## src/rtl/mem_ctrl.sv

```systemverilog
// Byte-serial memory controller: arbitrates instruction fetches and load/stores
// onto a single 8-bit RAM port, one byte per cycle, with load sign-extension.
module mem_ctrl #(
  parameter int ADDR_W = 32
) (
  input  logic              clk,
  input  logic              rst,
  input  logic              if_req_i,
  input  logic [ADDR_W-1:0] if_addr_i,
  input  logic              if_flush_i,
  output logic [31:0]       if_rdata_o,
  output logic              if_done_o,
  input  logic              mem_req_i,
  input  logic              mem_we_i,
  input  logic [1:0]        mem_len_i,
  input  logic              mem_signed_i,
  input  logic [ADDR_W-1:0] mem_addr_i,
  input  logic [31:0]       mem_wdata_i,
  output logic [31:0]       mem_rdata_o,
  output logic              mem_done_o,
  output logic              ram_we_o,
  output logic [ADDR_W-1:0] ram_addr_o,
  output logic [7:0]        ram_wdata_o,
  input  logic [7:0]        ram_rdata_i,
  output logic              dbg_busy_o,
  output logic [2:0]        dbg_cnt_o
);

  typedef enum logic {IDLE = 1'b0, BUSY = 1'b1} state_t;

  state_t            state_q;
  logic [2:0]        cnt_q, n_q;
  logic              owner_mem_q, store_q, signed_q, fair_q;
  logic [ADDR_W-1:0] base_q;
  logic [31:0]       wdata_q, rbuf_q;
  logic              ram_we_q, if_done_q, mem_done_q;
  logic [ADDR_W-1:0] ram_addr_q;
  logic [7:0]        ram_wdata_q;
  logic [31:0]       if_rdata_q, mem_rdata_q;

  logic              can_accept, grant_if, grant_mem, last_byte, flush_abort;
  logic [2:0]        cnt_nx, req_len;
  logic [ADDR_W-1:0] next_addr;
  logic [7:0]        next_wbyte;
  logic [31:0]       asm_word, ld_word;

  always_comb begin
    can_accept  = (state_q == IDLE) && !(if_done_q || mem_done_q);
    // A pending fetch wins only when the previous grant went to MEM while it waited.
    grant_if    = can_accept && if_req_i && !if_flush_i && (!mem_req_i || fair_q);
    grant_mem   = can_accept && mem_req_i && !grant_if;
    last_byte   = (cnt_q == (n_q - 3'd1));
    flush_abort = (state_q == BUSY) && !owner_mem_q && if_flush_i;
    cnt_nx      = cnt_q + 3'd1;
    next_addr   = base_q + ADDR_W'(cnt_nx);

    case (mem_len_i)
      2'b00:   req_len = 3'd1;
      2'b01:   req_len = 3'd2;
      default: req_len = 3'd4;
    endcase

    case (cnt_nx[1:0])
      2'd0:    next_wbyte = wdata_q[7:0];
      2'd1:    next_wbyte = wdata_q[15:8];
      2'd2:    next_wbyte = wdata_q[23:16];
      default: next_wbyte = wdata_q[31:24];
    endcase

    // Result so far with this cycle's RAM byte merged into its slot.
    asm_word = rbuf_q;
    case (cnt_q[1:0])
      2'd0:    asm_word[7:0]   = ram_rdata_i;
      2'd1:    asm_word[15:8]  = ram_rdata_i;
      2'd2:    asm_word[23:16] = ram_rdata_i;
      default: asm_word[31:24] = ram_rdata_i;
    endcase

    case (n_q)
      3'd1:    ld_word = {{24{signed_q & asm_word[7]}}, asm_word[7:0]};
      3'd2:    ld_word = {{16{signed_q & asm_word[15]}}, asm_word[15:0]};
      default: ld_word = asm_word;
    endcase
  end

  always_ff @(posedge clk) begin
    if (rst) begin
      state_q     <= IDLE;
      cnt_q       <= 3'd0;
      n_q         <= 3'd0;
      owner_mem_q <= 1'b0;
      store_q     <= 1'b0;
      signed_q    <= 1'b0;
      fair_q      <= 1'b0;
      base_q      <= '0;
      wdata_q     <= 32'd0;
      rbuf_q      <= 32'd0;
      ram_we_q    <= 1'b0;
      ram_addr_q  <= '0;
      ram_wdata_q <= 8'd0;
      if_done_q   <= 1'b0;
      mem_done_q  <= 1'b0;
      if_rdata_q  <= 32'd0;
      mem_rdata_q <= 32'd0;
    end else begin
      if_done_q  <= 1'b0;
      mem_done_q <= 1'b0;
      case (state_q)
        IDLE: begin
          if (grant_if || grant_mem) begin
            state_q     <= BUSY;
            cnt_q       <= 3'd0;
            owner_mem_q <= grant_mem;
            store_q     <= grant_mem && mem_we_i;
            signed_q    <= mem_signed_i;
            n_q         <= grant_mem ? req_len : 3'd4;
            base_q      <= grant_mem ? mem_addr_i : if_addr_i;
            wdata_q     <= mem_wdata_i;
            rbuf_q      <= 32'd0;
            ram_addr_q  <= grant_mem ? mem_addr_i : if_addr_i;
            ram_we_q    <= grant_mem && mem_we_i;
            ram_wdata_q <= grant_mem ? mem_wdata_i[7:0] : 8'd0;
            fair_q      <= grant_mem ? (fair_q | if_req_i) : 1'b0;
          end
        end
        BUSY: begin
          if (flush_abort) begin
            state_q  <= IDLE;
            cnt_q    <= 3'd0;
            ram_we_q <= 1'b0;
          end else if (last_byte) begin
            state_q  <= IDLE;
            cnt_q    <= 3'd0;
            ram_we_q <= 1'b0;
            if (owner_mem_q) begin
              mem_done_q <= 1'b1;
              if (!store_q) mem_rdata_q <= ld_word;
            end else begin
              if_done_q  <= 1'b1;
              if_rdata_q <= asm_word;
            end
          end else begin
            cnt_q      <= cnt_nx;
            ram_addr_q <= next_addr;
            rbuf_q     <= asm_word;
            if (store_q) ram_wdata_q <= next_wbyte;
          end
        end
        default: state_q <= IDLE;
      endcase
    end
  end

  assign ram_we_o    = ram_we_q;
  assign ram_addr_o  = ram_addr_q;
  assign ram_wdata_o = ram_wdata_q;
  assign if_done_o   = if_done_q;
  assign mem_done_o  = mem_done_q;
  assign if_rdata_o  = if_rdata_q;
  assign mem_rdata_o = mem_rdata_q;
  assign dbg_busy_o  = (state_q == BUSY);
  assign dbg_cnt_o   = cnt_q;

endmodule

```

## config.mk

```make
export PLATFORM = sky130hd
export DESIGN_NAME = mem_ctrl
export DESIGN_NICKNAME = d
export VERILOG_FILES = /design/src/rtl/mem_ctrl.sv
export SDC_FILE = /design/constraint.sdc
export NUM_CORES = 1
export LEC_CHECK = 0
export CAP_MARGIN = 15
export CORE_UTILIZATION = 35
export CTS_CLUSTER_DIAMETER = 80
export DETAILED_ROUTE_END_ITERATION = 8
export DONT_BUFFER_PORTS = 1
export GPL_ROUTABILITY_DRIVEN = 1
export PLACE_DENSITY = 0.54
export SLEW_MARGIN = 20
export SYNTH_ARGS = -nofsm -noshare
export SYNTH_HDL_FRONTEND = slang
export SYNTH_SLANG_ARGS = --single-unit
```

## constraint.sdc

```tcl
create_clock -name clk -period 3.46 [get_ports clk]
set_input_delay 0.692 -clock clk [delete_from_list [all_inputs] [get_ports clk]]
set_output_delay 0.692 -clock clk [all_outputs]
set_load 0.02 [all_outputs]
```

==> metrics.txt <==
run status complete, no violations; Post-synth EDFFs 0; largest net degree at the start of global routing 209; Final TNS setup 0 ns; Max Cap Violations 0; CTS clk-pin slew, worst paths 0.06 ns; final hold violation count 0; Mapped Avg Cell Area 8.264 um^2; Pleak 0.003907 uW; fillers 2,781; crit-path max FO 10; Post-CTS Setup Inserts 0; post-CTS resize count 0; H-tree depth 1; DR vias/cell 5.472; Distinct cells, synth 55; type of the most critical hold path input port to flip-flop; ys async rst share 0%; Cells after Synth 1,166; Max Clk Rate 353.3 MHz; Clock Skew 0.01219 ns; Tot GR Track Use 19.58%; Final GP Congestion 0.8055; pwr/cell area 567.8 nW/um^2; Final setup viols 0; vias in the first global route 7,467; grt ovf 0; DR pass1 iterations 5; YS warnings 0; count of pins over their slew limit 0; nets 1,246; vias after detailed routing 8,076; Die Wd 167.9 um; PortBufs 0; fraction of layout cells with a size suffix above 1 9.524%; leading cell type in the layout, fill and taps excluded dfxtp_1; critical path class flip-flop to flip-flop; top_reg_cell synth dfxtp_1; IO Count 224; Syn Nets 1,293; sequential area share after synthesis 44.46%; die height 167.9 um; critical path arrival 3.24 ns; clock root buffer clkbuf_16; DRT iter0 DRCs 574; Routed Antenna Nets 0; Worst-Margin Slew 0.9544 ns; DRC 0; FF+latch count, synth 214; post-synthesis to final-layout area growth 10.28%; total power 6033 uW; clk sink count 214; Rows 60; Slew Limit Headroom 36.37%; DR WL/cell 19.20 um; crit path time final 2.831 ns; clk_lat worst skew 0.52 ns; maximum VDD drop 0.3565 mV; die footprint 28,200 um^2; first-pass GRT wire length 44,020 um; startpoint type of the worst setup path flip-flop; crit path capture type flip-flop; Clock Tree Buf Depth 3; initial antenna violation count 1; CTS tree done; required time worst endpoint 3.87 ns; most frequent cells in the layout dfxtp_1, nor2_1, nand2_1; Num CTS Buffers 25; Initial Util 35.75%; Post-Route WL 28,350 um; period utilisation layout 81.81%; Mapped Area 9635 um^2; CORE AREA 26,950 um^2; DP HPWL 19,210 um; CTS Hold Bufs 0; RSZ-0062 raised after global routing false
## worst paths after layout
path                                                 from                           to  slack, ns  depth (start not counted)
worst max-delay path            dbg_cnt_o[0]$_SDFFE_PP0P_  ram_addr_o[26]$_SDFFE_PP0P_       0.63                         10
worst min-delay path                                  rst  if_rdata_o[29]$_SDFFE_PP0P_       0.26                          1
worst max register to register  dbg_cnt_o[0]$_SDFFE_PP0P_  ram_addr_o[26]$_SDFFE_PP0P_       0.63                         10
worst min register to register    rbuf_q[25]$_SDFFE_PP0P_      rbuf_q[25]$_SDFFE_PP0P_       0.45                          2
## synth_stat cells (7+ instances only)
cell      count  area (um^2)
a211oi_1     52        390.4
a21oi_1     115        575.6
a222oi_1      8        80.08
a22oi_1      17        127.6
and3_1        8        50.05
buf_2        24        120.1
clkbuf_1     54        202.7
dfxtp_1     214         4284
ha_1         13        162.7
inv_1        14        52.55
mux2_2       33        371.6
mux2i_1      29        290.3
nand2_1     158        593.1
nand3_1      36        180.2
nand4_1       7        43.79
nor2_1      168        630.6
nor3_1       68        340.3
nor4_1        9        56.30
o211ai_1     10        75.07
o21ai_0      24        120.1
xnor2_1      17        148.9
xor2_1       12        105.1
## state kept, by name, summed over array words and instances (netlist names), 3 cells and up
register     count
ram_wdata_o      8
wdata_q         32
if_rdata_o      32
mem_rdata_o     32
dbg_cnt_o        3
base_q          32
rbuf_q          32
n_q              3
ram_addr_o      32
## cell families (layout without fill, tap and decap cells)
logic type / after synthesis / in the layout / share of synthesized area [%]
AO/OA/AOI/OAI: 263 / 263 / 17.37
XOR/XNOR: 30 / 30 / 2.870
adder cells (fa/ha/maj): 14 / 14 / 1.896
buffers and inverters: 109 / 77 / 5.103
flip-flops: 214 / 214 / 44.46
multiplexers: 62 / 62 / 6.869
other: 0 / 1 / 0
AND/OR/NAND/NOR: 474 / 474 / 21.43
## final cells by class
type | instances | area, um^2 | area share (%)
Clock inverter | 6 | 57.56 | 0.5416
Inverter | 15 | 56.30 | 0.5299
Tap cell | 341 | 426.7 | 4.015
Clock buffer | 36 | 737.0 | 6.935
Timing Repair Buffer | 20 | 162.7 | 1.531
Antenna cell | 1 | 2.502 | 0.02355
Multi-Input combinational cell | 843 | 4896 | 46.07
Sequential cell | 214 | 4288 | 40.35
## critical path, cell delays in order (launching register included)
cell,delay [ns]
dfxtp_1,0.31
buf_4,0.19
ha_1,0.24
xor2_1,0.16
ha_1,0.35
nor2b_1,0.30
o21ai_2,0.22
nor3_1,0.45
and3_1,0.22
a21oi_1,0.04
a32o_1,0.26
## per-stage QoR
stage	hold slack, ns	cell area, um^2	worst slack (ns)	std cells	util, %
5_1_grt	0.2387	10620	0.4341	1475	39.42
3_3_place_gp	0.4294	9829	0.7565	1433	36.47
2_1_floorplan	0.4295	9635	0.6080	1166	-
6_report	0.2598	10630	0.6294	1476	39.43
4_1_cts	0.2341	10620	0.6511	1475	39.42
3_5_place_dp	0.4349	9829	0.6587	1433	36.47
## power by group
| part | switching (uW) | internal [uW] | total (uW) |
|---|---|---|---|
| clock | 1020 | 1540 | 2560 |
| sequential | 193 | 2610 | 2800 |
| combinational | 424 | 251 | 675 |
## routing by layer
layer	part of all wire, %	vias to the layer above	GRT usage [%]
met5	0	-	0
li1	-	3989	-
met4	1.2	0	3.909
met1	46	3844	26.52
met2	46	219	31.67
met3	6.9	24	4.678
Note: power is estimated with default switching activity, not from simulation.
